<file path="src/rtl/xbar_pkg.sv">
// Shared definitions for the per-slave cross bar arbitration ports.
package xbar_pkg;

    typedef enum logic [1:0] {
        ARB,
        GRANT,
        GAP
    } arb_state_t;

    // Index width for a set of n items, never narrower than one bit.
    function automatic int idx_w(input int n);
        return (n > 1) ? $clog2(n) : 1;
    endfunction

endpackage

</file>
<file path="src/rtl/xbar_order_fifo.sv">
// In-order FIFO of granted master indices, used to route slave responses back.
module xbar_order_fifo
    import xbar_pkg::*;
#(
    parameter int DEPTH = 4,
    parameter int W     = 2
) (
    input  logic                     clk,
    input  logic                     rst,
    input  logic                     i_push,
    input  logic [W-1:0]             i_din,
    input  logic                     i_pop,
    output logic [W-1:0]             o_dout,
    output logic                     o_full,
    output logic                     o_empty,
    output logic [$clog2(DEPTH):0]   o_count
);

    localparam int PW = idx_w(DEPTH);
    localparam int CW = $clog2(DEPTH) + 1;

    logic [W-1:0]  r_mem [DEPTH];
    logic [PW-1:0] r_wp;
    logic [PW-1:0] r_rp;
    logic [CW-1:0] r_cnt;
    logic          w_push;
    logic          w_pop;

    function automatic logic [PW-1:0] nxt(input logic [PW-1:0] p);
        return (p == PW'(DEPTH - 1)) ? '0 : p + 1'b1;
    endfunction

    assign o_full  = (r_cnt == CW'(DEPTH));
    assign o_empty = (r_cnt == '0);
    assign o_count = r_cnt;
    assign o_dout  = r_mem[r_rp];
    assign w_push  = i_push && !o_full;
    assign w_pop   = i_pop && !o_empty;

    always_ff @(posedge clk) begin
        if (rst) begin
            r_wp  <= '0;
            r_rp  <= '0;
            r_cnt <= '0;
        end else begin
            if (w_push) begin
                r_mem[r_wp] <= i_din;
                r_wp        <= nxt(r_wp);
            end
            if (w_pop) begin
                r_rp <= nxt(r_rp);
            end
            case ({w_push, w_pop})
                2'b10:   r_cnt <= r_cnt + 1'b1;
                2'b01:   r_cnt <= r_cnt - 1'b1;
                default: r_cnt <= r_cnt;
            endcase
        end
    end

endmodule

</file>
<file path="src/rtl/xbar_slave_port_arb.sv">
// Round-robin arbiter in front of one slave port; returns responses to the
// issuing master using the recorded grant order.
module xbar_slave_port_arb
    import xbar_pkg::*;
#(
    parameter int NUM_MASTERS = 4,
    parameter int AWIDTH      = 32,
    parameter int DWIDTH      = 32,
    parameter int MAX_OUTST   = 4
) (
    input  logic                          aclk,
    input  logic                          areset,
    input  logic [NUM_MASTERS-1:0]        m_req,
    input  logic [NUM_MASTERS*AWIDTH-1:0] m_addr,
    input  logic [NUM_MASTERS-1:0]        m_cmd,
    input  logic [NUM_MASTERS*DWIDTH-1:0] m_wdata,
    output logic [NUM_MASTERS-1:0]        m_ack,
    output logic [NUM_MASTERS-1:0]        m_resp,
    output logic [DWIDTH-1:0]             m_rdata,
    output logic                          s_req,
    output logic [AWIDTH-1:0]             s_addr,
    output logic                          s_cmd,
    output logic [DWIDTH-1:0]             s_wdata,
    input  logic                          s_ack,
    input  logic                          s_resp,
    input  logic [DWIDTH-1:0]             s_rdata,
    output logic [$clog2(MAX_OUTST):0]    outst_cnt,
    output logic                          err_unexp_resp
);

    localparam int IW = idx_w(NUM_MASTERS);

    arb_state_t    r_state;
    logic [IW-1:0] r_grant;
    logic [IW-1:0] r_last;
    logic          r_err;
    logic [IW-1:0] w_win;
    logic [IW-1:0] w_head;
    logic          w_full;
    logic          w_empty;
    logic          w_sreq;
    logic          w_xfer;
    logic          w_pop;

    // First requester after the last grant, wrapping around.
    always_comb begin
        int  j;
        logic found;
        w_win = r_last;
        found = 1'b0;
        for (int i = 1; i <= NUM_MASTERS; i++) begin
            j = (int'(r_last) + i) % NUM_MASTERS;
            if (!found && m_req[IW'(j)]) begin
                w_win = IW'(j);
                found = 1'b1;
            end
        end
    end

    assign w_sreq = (r_state == GRANT) && m_req[r_grant];
    assign w_xfer = w_sreq && s_ack;
    assign w_pop  = s_resp && !w_empty;

    always_comb begin
        s_req   = w_sreq;
        s_addr  = '0;
        s_cmd   = 1'b0;
        s_wdata = '0;
        m_ack   = '0;
        if (r_state == GRANT) begin
            s_addr         = m_addr[r_grant*AWIDTH +: AWIDTH];
            s_cmd          = m_cmd[r_grant];
            s_wdata        = m_wdata[r_grant*DWIDTH +: DWIDTH];
            m_ack[r_grant] = w_xfer;
        end
    end

    always_comb begin
        m_resp  = '0;
        m_rdata = '0;
        if (w_pop) begin
            m_resp[w_head] = 1'b1;
            m_rdata        = s_rdata;
        end
    end

    always_ff @(posedge aclk) begin
        if (areset) begin
            r_state <= ARB;
            r_grant <= '0;
            r_last  <= IW'(NUM_MASTERS - 1);
        end else begin
            unique case (r_state)
                ARB: begin
                    if ((|m_req) && !w_full) begin
                        r_grant <= w_win;
                        r_state <= GRANT;
                    end
                end
                GRANT: begin
                    if (w_xfer) begin
                        r_last  <= r_grant;
                        r_state <= GAP;
                    end else if (!m_req[r_grant]) begin
                        r_state <= ARB;
                    end
                end
                GAP:     r_state <= ARB;
                default: r_state <= ARB;
            endcase
        end
    end

    always_ff @(posedge aclk) begin
        if (areset) begin
            r_err <= 1'b0;
        end else if (s_resp && w_empty) begin
            r_err <= 1'b1;
        end
    end

    assign err_unexp_resp = r_err;

    xbar_order_fifo #(
        .DEPTH (MAX_OUTST),
        .W     (IW)
    ) u_order (
        .clk     (aclk),
        .rst     (areset),
        .i_push  (w_xfer),
        .i_din   (r_grant),
        .i_pop   (w_pop),
        .o_dout  (w_head),
        .o_full  (w_full),
        .o_empty (w_empty),
        .o_count (outst_cnt)
    );

endmodule

</file>
<file path="config.mk">
export PLATFORM = sky130hd
export DESIGN_NAME = xbar_slave_port_arb
export DESIGN_NICKNAME = d
export VERILOG_FILES = /design/src/rtl/xbar_pkg.sv /design/src/rtl/xbar_order_fifo.sv /design/src/rtl/xbar_slave_port_arb.sv
export SDC_FILE = /design/constraint.sdc
export NUM_CORES = 1
export LEC_CHECK = 0
export ABC_AREA = 1
export BUFFER_PORTS_ARGS = -buffer_cell sky130_fd_sc_hd__buf_2
export CORE_AREA = 2 2 158 160
export DETAILED_ROUTE_END_ITERATION = 8
export DIE_AREA = 0 0 160 162
export PLACE_DENSITY = 0.39
export SYNTH_ARGS = -nofsm -noshare
export SYNTH_HDL_FRONTEND = slang
export SYNTH_SLANG_ARGS = --single-unit
</file>
<file path="constraint.sdc">
create_clock -name aclk -period 6.6 [get_ports aclk]
set_clock_uncertainty 0.15 [all_clocks]
set_input_delay 0.66 -clock aclk [delete_from_list [all_inputs] [get_ports aclk]]
set_output_delay 0.66 -clock aclk [all_outputs]
set_load 0.005 [all_outputs]
</file>
==> impl_metrics.py <==
metrics = {
    "setup_path": {
        "path_common_cell": "buf_4",
        "startpoint": "r_grant[1]$_SDFFE_PP0P_",
        "timing.rr.end": "u_order.o_count[2]$_SDFFE_PP0P_",
        "endpoint_kind": "output port",
        "critPathMaxFanout": 72,
        "required_ns": 5.79,
        "path_cells": "buf_4 -> nor2_4 -> buf_4 -> a22oi_1 -> a31oi_1 -> buf_2",
        "crit_type": "flip-flop to output port",
        "cp-start-kind": "flip-flop",
        "cp_slowest_stage_delay_ns": 0.76,
        "cpMaxStageDelayCell": "dfxtp_4",
        "cp.arrival_ns": 2.96,
        "reg2reg_slack_ns": 3.20,
        "r2r_start": "r_grant[1]$_SDFFE_PP0P_",
        "path_delay_family": "buffers and inverters",
        "worstRegToRegCells": 16,
        "worst-path-buf-inv": 3,
    },
    "floorplan": {
        "num_io_pins": 410,
        "die_w_um": 160,
        "die-area_um2": 25900,
        "die_h_um": 162,
        "placementRows": 57,
        "core_um2": 24100,
        "initial_core_util": 0.142,
    },
    "grt": {
        "grt_pass1_vias": 5554,
        "track_usage": 0.149,
        "grt_pass1_wl_um": 30900,
        "grt_max_degree": 73,
        "use_met1": 0.174,
        "antenna_found_initial": 5,
        "overflow": 0,
        "met2_usage": 0.286,
        "use_met3": 0.0309,
        "top_usage_layer": "met2",
    },
    "yosys": {
        "synth_area_leader_cell": "nand3_1",
        "synth_ff_type": "dfxtp_1",
        "synth.distinct_cells": 30,
        "yosysWarningCount": 0,
        "synth.top_cells.by_count": "145 x nand3_1, 65 x a22oi_1, 65 x a31oi_1",
        "yosys_register_bits": 24,
        "synthMostInstantiatedCell": "nand3_1",
        "async_flop_share": 0,
        "synth_top_cell_area_share": 0.212,
        "postSynthCellCount": 568,
        "syn_nets": 875,
        "synthesis.area_um2": 3420,
        "synth_edf_count": 8,
        "ys_seq_area_frac": 0.164,
        "synth_area_leaders": "nand3_1 21%, a22oi_1 14%, a31oi_1 12%, dfxtp_1 9.4%, edfxtp_1 7.0%",
        "avgSynthCellArea_um2": 6.02,
    },
    "final_layout": {
        "drive_above_1_share": 0.476,
        "syn2layout_area_growth_pct": 69.6,
        "final_util": 0.241,
        "final_nets": 1241,
    },
    "timing": {
        "slew_violations": 0,
        "setup_viol": 0,
        "fmax_mhz": 265,
        "min_period_ns": 3.77,
        "max_slew_margin": 0.440,
        "period_share": 0.571,
        "hold_violations": 0,
        "rsz0062_at_grt": "no",
        "tns_ns": 0,
        "worst_pin_slew_ns": 0.840,
    },
    "clock_network": {
        "cts_resized": 0,
        "ctsHoldBuffers": 0,
        "clock-root-buffer": "clkbuf_16",
        "cts_tree": "done",
        "clk_pin_slew_ns": 0.07,
        "cts_setup_buffers": 0,
        "htree_levels": 1,
        "cts_sinks": 24,
        "clock_latency_ns": 0.26,
        "numCtsBuffers": 3,
        "cts_buffer_depth": 2,
    },
    "power": {
        "vdd_ir_drop_max_mv": 0.133,
        "p_per_area_nw_per_um2": 268,
        "power_leakage_nw": 3.04,
    },
    "placement": {
        "hpwlAfterDp_um": 16900,
        "gp_congestion": 0.816,
        "portBuffers": 409,
    },
    "job": {
        "maxCapViolCount": 0,
    },
    "detailed_routing": {
        "remaining_drc_errors": 0,
        "vias_per_cell": 4.47,
        "drt_iter0_drc": 269,
        "routed_wl_um": 21100,
        "num_vias": 5635,
        "dr.pass1.iters": 4,
        "wl_per_cell_um": 16.8,
        "ant_nets": 0,
    },
    "min_path": {
        "hold-path-endpoint": "err_unexp_resp$_SDFFE_PP0P_",
        "hold_path_class": "flip-flop to flip-flop",
        "holdPathStages": 2,
        "min_from": "err_unexp_resp$_SDFFE_PP0P_",
    },
    "outcome": {
        "status": "complete, no violations",
    },
}
==> logic make-up after synthesis <==
logic type / after synthesis / share of synthesized area
buffers and inverters: 121 / 0.144
AO/OA/AOI/OAI: 157 / 0.310
AND/OR/NAND/NOR: 258 / 0.351
XOR/XNOR: 1 / 0.00256
flip-flops: 24 / 0.164
adder cells (fa/ha/maj): 7 / 0.0278
==> power by group <==
group	internal (mW)	switching [mW]	leakage (nW)	total, mW
registers	0.190	0.0936	0.205	0.283
logic	0.422	0.692	2.79	1.11
clock network	0.105	0.0551	0.0493	0.160
total	0.717	0.841	3.04	1.56
==> through the flow <==
step | hold WS, ns | worst slack, ns | cell area, µm² | std cells | power, mW
final | 0.297 | 2.83 | 5800 | 1260 | 1.56
after global routing | 0.338 | 2.62 | 5800 | 1257 | 1.71
after CTS | 0.300 | 2.90 | 5800 | 1257 | 1.58
after detailed placement | 0.289 | 3.19 | 5700 | 1253 | 1.41
after global placement | 0.286 | 3.16 | 5700 | 1253 | 1.42
after floorplan | 0.291 | 4.20 | 3420 | 568 | 0.944
==> worst max path at each step <==
stage | end | slack [ns] | cells after the start
final | s_wdata[25] | 2.83 | 6
after floorplan | u_order.o_count[2]$_SDFFE_PP0P_ | 4.20 | 14
after global routing | s_addr[31] | 2.62 | 6
after CTS | s_wdata[25] | 2.90 | 6
after detailed placement | s_wdata[25] | 3.19 | 6
after global placement | s_wdata[25] | 3.16 | 6
==> layout make-up <==
| type | instances | area, µm² |
|---|---|---|
| inverter | 66 | 249 |
| clock buffer | 4 | 100 |
| antenna | 3 | 7.51 |
| timing repair buffer | 416 | 2100 |
| sequential | 24 | 566 |
| tap | 324 | 405 |
| fill | 2818 | 18300 |
| multi-input combinational | 423 | 2380 |
==> registers in the layout, summed over array words and instances, names as in the netlist, named ones only <==
register / flops
r_last: 2
u_order.r_rp: 2
u_order.r_mem: 8
r_state: 2
u_order.o_count: 3
u_order.r_wp: 2
err_unexp_resp: 1
r_grant: 2
==> worst min-delay path, stage by stage, from the launching register on <==
cell and delay (ns):
dfxtp_1 0.31, inv_1 0.04, a21oi_1 0.05
==> layout by cell type (no fill, tap or decap), drive strengths merged, types with 8 or more instances in the layout <==
master / synthesis / layout
nor2: 58 / 58
inv: 65 / 65
nand3: 145 / 145
edfxtp: 8 / 8
dfxtp: 16 / 16
a21oi: 14 / 14
a22oi: 65 / 65
nand2: 53 / 53
o21ai: 10 / 10
buf: 22 / 416
a31oi: 65 / 65
==> layer usage <==
metal  up-vias  routed length [µm]
met2       283               11200
met1      2552                8090
li1       2779                   -
met3        19                1620
met5         -                  13
met4         2                 248
No activity file was read; power rests on OpenSTA's default activity.
